**src/rtl/alu_pkg.sv**
```systemverilog
// alu_pkg: function codes, request type and port count shared by the execute-stage ALU users.
package alu_pkg;
  localparam int NUM_ALU_PORTS = 2;
  typedef enum logic [2:0] {
    ALU_ADD, ALU_SHL, ALU_LTS, ALU_LTU, ALU_XOR, ALU_SHR, ALU_OR, ALU_AND
  } alu_funct_e;
  typedef struct packed {
    logic [31:0] a;
    logic [31:0] b;
    alu_funct_e  funct;
    logic        sw;
  } alu_req_t;
endpackage

```
**src/rtl/alu_arb_alu.sv**
```systemverilog
// ALU: single-cycle RV32 integer ALU; sw selects subtract on ADD and arithmetic shift on SHR.
module ALU
  import alu_pkg::*;
(
  input  alu_req_t    req,
  output logic [31:0] val
);
  logic [31:0] w_sum;
  logic signed [31:0] w_sra;
  logic [4:0] w_sh;
  assign w_sh = req.b[4:0];
  // Subtract reuses the adder as a + ~b + 1.
  assign w_sum = req.a + (req.sw ? ~req.b : req.b) + {31'd0, req.sw};
  assign w_sra = $signed(req.a) >>> w_sh;
  always_comb
    case (req.funct)
      ALU_ADD: val = w_sum;
      ALU_SHL: val = req.a << w_sh;
      ALU_LTS: val = {31'd0, $signed(req.a) < $signed(req.b)};
      ALU_LTU: val = {31'd0, req.a < req.b};
      ALU_XOR: val = req.a ^ req.b;
      ALU_SHR: val = req.sw ? w_sra : req.a >> w_sh;
      ALU_OR:  val = req.a | req.b;
      default: val = req.a & req.b;
    endcase
endmodule

```
**src/rtl/alu_arb.sv**
```systemverilog
// alu_arb: two-port round-robin arbiter driving one shared ALU through a one-entry response buffer.
// Define ALU_ARB_LOCK_EN to honour req_lock (grant stays on a port across dependent operations).
module alu_arb
  import alu_pkg::*;
#(
  parameter logic RR_INIT = 1'b0
) (
  input  logic                                clock,
  input  logic                                rstn,
  input  logic [NUM_ALU_PORTS-1:0]            req_valid,
  output logic [NUM_ALU_PORTS-1:0]            req_ready,
  input  logic [NUM_ALU_PORTS-1:0][31:0]      req_a,
  input  logic [NUM_ALU_PORTS-1:0][31:0]      req_b,
  input  logic [NUM_ALU_PORTS-1:0][2:0]       req_funct,
  input  logic [NUM_ALU_PORTS-1:0]            req_sw,
  input  logic [NUM_ALU_PORTS-1:0]            req_lock,
  output logic [NUM_ALU_PORTS-1:0]            resp_valid,
  input  logic [NUM_ALU_PORTS-1:0]            resp_ready,
  output logic [31:0]                         resp_val
);
  logic r_rb_vld, r_rb_id, r_pri;
  logic [31:0] r_rb_val;
  logic w_can_acc, w_acc, w_gnt, w_rr_gnt;
  logic [31:0] w_val;
  alu_req_t w_alu_req;
  // A buffer being drained this cycle can take a new result in the same cycle.
  assign w_can_acc = !r_rb_vld || resp_ready[r_rb_id];
  assign w_rr_gnt = &req_valid ? r_pri : req_valid[1];
`ifdef ALU_ARB_LOCK_EN
  logic r_lk_vld, r_lk_id;
  assign w_gnt = (r_lk_vld && req_valid[r_lk_id]) ? r_lk_id : w_rr_gnt;
  always_ff @(posedge clock or negedge rstn)
    if (!rstn) begin
      r_lk_vld <= 1'b0;
      r_lk_id  <= 1'b0;
    end else if (w_acc) begin
      r_lk_vld <= req_lock[w_gnt];
      r_lk_id  <= w_gnt;
    end else if (!req_valid[r_lk_id])
      r_lk_vld <= 1'b0;
`else
  logic w_unused_lock;
  assign w_unused_lock = ^req_lock;
  assign w_gnt = w_rr_gnt;
`endif
  assign w_acc = rstn && w_can_acc && |req_valid;
  assign req_ready = {w_acc && w_gnt, w_acc && !w_gnt};
  assign w_alu_req = '{a: req_a[w_gnt], b: req_b[w_gnt],
                       funct: alu_funct_e'(req_funct[w_gnt]), sw: req_sw[w_gnt]};
  ALU u_alu (
    .req(w_alu_req),
    .val(w_val)
  );
  always_ff @(posedge clock or negedge rstn)
    if (!rstn) begin
      r_rb_vld <= 1'b0;
      r_rb_id  <= 1'b0;
      r_rb_val <= '0;
      r_pri    <= RR_INIT;
    end else if (w_acc) begin
      r_rb_vld <= 1'b1;
      r_rb_id  <= w_gnt;
      r_rb_val <= w_val;
      r_pri    <= !w_gnt;
    end else if (w_can_acc)
      r_rb_vld <= 1'b0;
  assign resp_valid = {r_rb_vld && r_rb_id, r_rb_vld && !r_rb_id};
  assign resp_val = r_rb_val;
endmodule

```
**config.mk**
```make
export PLATFORM = sky130hd
export DESIGN_NAME = alu_arb
export DESIGN_NICKNAME = d
export VERILOG_FILES = /design/src/rtl/alu_pkg.sv /design/src/rtl/alu_arb_alu.sv /design/src/rtl/alu_arb.sv
export SDC_FILE = /design/constraint.sdc
export NUM_CORES = 1
export LEC_CHECK = 0
export ABC_AREA = 0
export BUFFER_PORTS_ARGS = -buffer_cell sky130_fd_sc_hd__buf_2
export CORE_UTILIZATION = 46
export CTS_CLUSTER_SIZE = 12
export DETAILED_ROUTE_END_ITERATION = 6
export HOLD_SLACK_MARGIN = 0.12
export PLACE_DENSITY_LB_ADDON = 0.12
export SETUP_SLACK_MARGIN = 0.5
export SLEW_MARGIN = 5
export SYNTH_ARGS = -nofsm -noshare
export SYNTH_HDL_FRONTEND = slang
export SYNTH_HIERARCHICAL = 1
export SYNTH_SLANG_ARGS = --single-unit
```
**constraint.sdc**
```tcl
create_clock -name clock -period 4.8 [get_ports clock]
set_input_delay 0.48 -clock clock [delete_from_list [all_inputs] [get_ports clock]]
set_output_delay 0.48 -clock clock [all_outputs]
set_load 0.02 [all_outputs]
```
==> metrics.txt <==
status finished clean; DP Area 0.0122 mm²; final cell count without fillers between 1500 and 2000; drt wl/cell 22.4 µm; slack of the worst reg-to-reg path 700 ps; critical path launch point r_pri$_DFFE_PN0P_; clk_lat worst skew about 280 ps; power per cell area 319 mW/mm²; Row Count 55; Initial Utilization 47.1%; prevailing post-synth register cell dfrtp_1; Num CTS Buffers 5; crit-path max cell delay 420 ps; commonest cells after routing, fill and taps aside buf_2 (177), ha_1 (127), a21oi_1 (123), nor2_1 (123), mux2_2 (101); maximum clock rate 0.244 GHz; initial antenna violation count 1; Final Wtd Congestion 1.06; clk buf depth 2; Max stage delay cell, worst path fa_1; Total GRT Usage about 34%; CP Capture Type register; layout cells sized above 1 27.3%; CP delay by family, top compound AO/OA/AOI/OAI gates; PortBufs 177; Slew @ Worst Pin 1030 ps; H-tree Lvls 2; Flop pwr share 12.2%; vias in the first global route 10500; Synth Net Count 1627; commonest non-fill, non-tap cell in the layout buf_2; vias 11400; largest net degree at the start of global routing 59; Worst Hold Margin 222 ps; CP most frequent cell buf_4; first-pass GRT wire length between 60000 and 70000 µm; net switching power about 0.0021 W; Switching Fraction 52.9%; worst vdd ir 0.337 mV; Pre-Repair DR Iteration Count 5; leakage 5.84 nW; Final min period 4100 ps; worst path cell trace o21ai_4 -> buf_4 -> buf_4 -> mux2_4 -> mux2i_1 -> fa_1 -> nor2b_1 -> o31a_1 -> o211ai_1 -> a211oi_2 -> a21oi_2 -> o31ai_1 -> xnor2_1 -> a21oi_1 -> mux2_1; Reg clk slew, reported paths approximately 60 ps; P&R area growth vs syn 15.6%; Worst Path Max Fanout 10; final hold violations 0; CORE AREA 0.0228 mm²; RSZ-0062 raised after global routing false; post-synthesis area per instance 7.92 µm²; Startpoint Class register; Worst R2R End resp_val[30]$_DFFE_PN0P_; final core occ 54.4%; DRT Wirelength 41300 µm; antenna violation net count after detailed routing 0; hold_buf cts 0; post-route clock period utilization 85.4%; number of vias per cell 6.17; part of the power in combinational logic 80.0%; Power Internal approximately 0.0019 W; Worst Path Required slightly below 5000 ps; Post-synth EDFFs 0; Cells after DPL roughly 1800; r2r worst-path depth 15; CTS tree built; Syn Inst Count ~1400; Final Setup Violations 0; DRC 0; io pins 180; clk sinks 35; Buffers & Inverters on Critical Path 2; sequential fraction of the synthesis area 8.16%; Final Skew 5.02 ps; reg2reg start r_pri$_DFFE_PN0P_; total grt overflow 0; Slew Viols, Final 0; fraction of registers with async set/reset 100%; Hold Crit Class input pin to async pin; die width 155 µm; Clk pwr share 7.8%; post-layout net count 1800; final instance area 0.0124 mm²; Yosys Warn Count 6; chip height 155 µm; Synth Cell Area 0.0107 mm²; dpl hpwl 33100 µm; Synth Register Bits 35; Die ar. 0.0239 mm²; Distinct cells, synth 78; setup_tns 0 ps; DRT iter0 DRCs 1049; crit path kind register to register; CP Data Arrival Time 4260 ps; worst rel slew slack 30.5%; Root Driver clkbuf_16; max cap viols 0
-- power by group through the flow --
| stage | Sequential (W) | Clock (W) | Combinational [W] |
|---|---|---|---|
| after floorplan | 0.000637 | 0 | 0.00198 |
| after global placement | 0.000483 | 0 | 0.00307 |
| after detailed placement | 0.000486 | 0 | 0.00309 |
| after CTS | 0.000484 | 0.000320 | 0.00311 |
| after global routing | 0.000500 | 0.000331 | 0.00341 |
| final | 0.000482 | 0.000311 | 0.00317 |
-- kinds of logic (layout without fill, tap and decap cells) --
kind of cell | after synthesis | after routing | synth area share [%]
other cells | 0 | 1 | 0
xor+xnor | 49 | 49 | 4.00
flops | 35 | 35 | 8.16
mux | 243 | 243 | 27.5
buf+inv | 183 | 357 | 7.63
simple gates | 324 | 324 | 13.8
fa+ha+maj | 128 | 128 | 15.0
compound gates | 393 | 393 | 23.9
-- synthesized netlist by cell type (5+ instances only) --
library cell | instances | share of area, %
nor2b_1 | 10 | 0.58
o22a_1 | 5 | 0.41
o21a_1 | 13 | 0.91
nand4_1 | 9 | 0.52
a31oi_1 | 10 | 0.58
o221ai_1 | 7 | 0.57
mux4_2 | 28 | 5.9
mux2_1 | 28 | 2.9
a221o_1 | 6 | 0.56
and3_1 | 6 | 0.35
a22oi_1 | 11 | 0.77
a211oi_1 | 22 | 1.5
nand2_1 | 85 | 3.0
buf_6 | 7 | 0.73
a21o_1 | 10 | 0.70
inv_1 | 87 | 3.0
o22ai_1 | 13 | 0.76
xor2_1 | 42 | 3.4
nand2b_1 | 14 | 0.82
o31ai_1 | 8 | 0.56
buf_2 | 28 | 1.3
or3_1 | 5 | 0.29
o21ai_0 | 67 | 3.1
ha_1 | 127 | 15
nor2_1 | 123 | 4.3
nand3_1 | 14 | 0.65
buf_1 | 6 | 0.21
nor3_1 | 27 | 1.3
mux2_2 | 102 | 11
or2_2 | 8 | 0.47
dfrtp_1 | 35 | 8.2
o211ai_1 | 23 | 1.6
a21oi_1 | 124 | 5.8
o21bai_1 | 13 | 0.91
clkbuf_1 | 47 | 1.6
nor4_1 | 5 | 0.29
xnor2_1 | 7 | 0.57
o2111ai_1 | 6 | 0.49
mux2i_1 | 84 | 7.8
a221oi_1 | 11 | 0.90
-- metal layers --
layer  global-route usage [%]  share of wire [%]  vias up  routed length [µm]
li1                         -                  -     5358                   -
met1                     50.2                 47     5407               19300
met2                     51.3                 42      510               17300
met3                     3.78                7.8       88                3220
met4                     12.5                3.6        2                1500
met5                        0              0.031        -                  13
-- stage by stage --
stage	setup WS, ps	power (W)
finish	703	0.00396
global route	504	0.00424
CTS	518	0.00391
detailed placement	326	0.00357
global placement	361	0.00355
floorplan	482	0.00262
-- flip-flops by register name, summed over array words and instances (netlist names) --
name / count
r_pri: 1
r_rb_id: 1
r_rb_vld: 1
resp_val: 32
-- cell type report --
| type | count | area [µm²] |
|---|---|---|
| fillers | 2249 | 10400 |
| multi-input cells | 1137 | 9070 |
| repair buffers | 259 | 1580 |
| flip-flops and latches | 35 | 876 |
| well taps | 313 | 392 |
| inverters | 90 | 342 |
| clock buffers | 6 | 129 |
| clock inverters | 2 | 12.5 |
| diodes | 1 | 2.50 |
-- worst reg2reg max path, cell delays in order (launching register included) --
cell,delay (ps)
dfrtp_1,400
o21ai_4,130
buf_4,200
buf_4,220
mux2_4,350
mux2i_1,170
fa_1,420
nor2b_1,230
o31a_1,260
o211ai_1,180
a211oi_2,350
a21oi_2,170
o31ai_1,310
xnor2_1,160
a21oi_1,100
mux2_1,330
-- worst max-delay path by stage --
stage / endpoint / slack (ps) / cells past startpoint
2_1_floorplan: resp_val[24]$_DFFE_PN0P_ / 480 / 20
3_3_place_gp: resp_val[0]$_DFFE_PN0P_ / 360 / 16
3_5_place_dp: resp_val[0]$_DFFE_PN0P_ / 330 / 16
4_1_cts: resp_val[24]$_DFFE_PN0P_ / 520 / 15
5_1_grt: resp_val[24]$_DFFE_PN0P_ / 500 / 16
6_report: resp_val[30]$_DFFE_PN0P_ / 700 / 15
-- timing repair --
item | in CTS | in global routing
setup endpoints to repair | 1 | 13
pin swaps | 1 | 2
hold endpoints to repair | 0 | 0
resized for setup | 0 | 2
setup buffers | 2 | 2
Note: power is estimated with default switching activity, not from simulation.
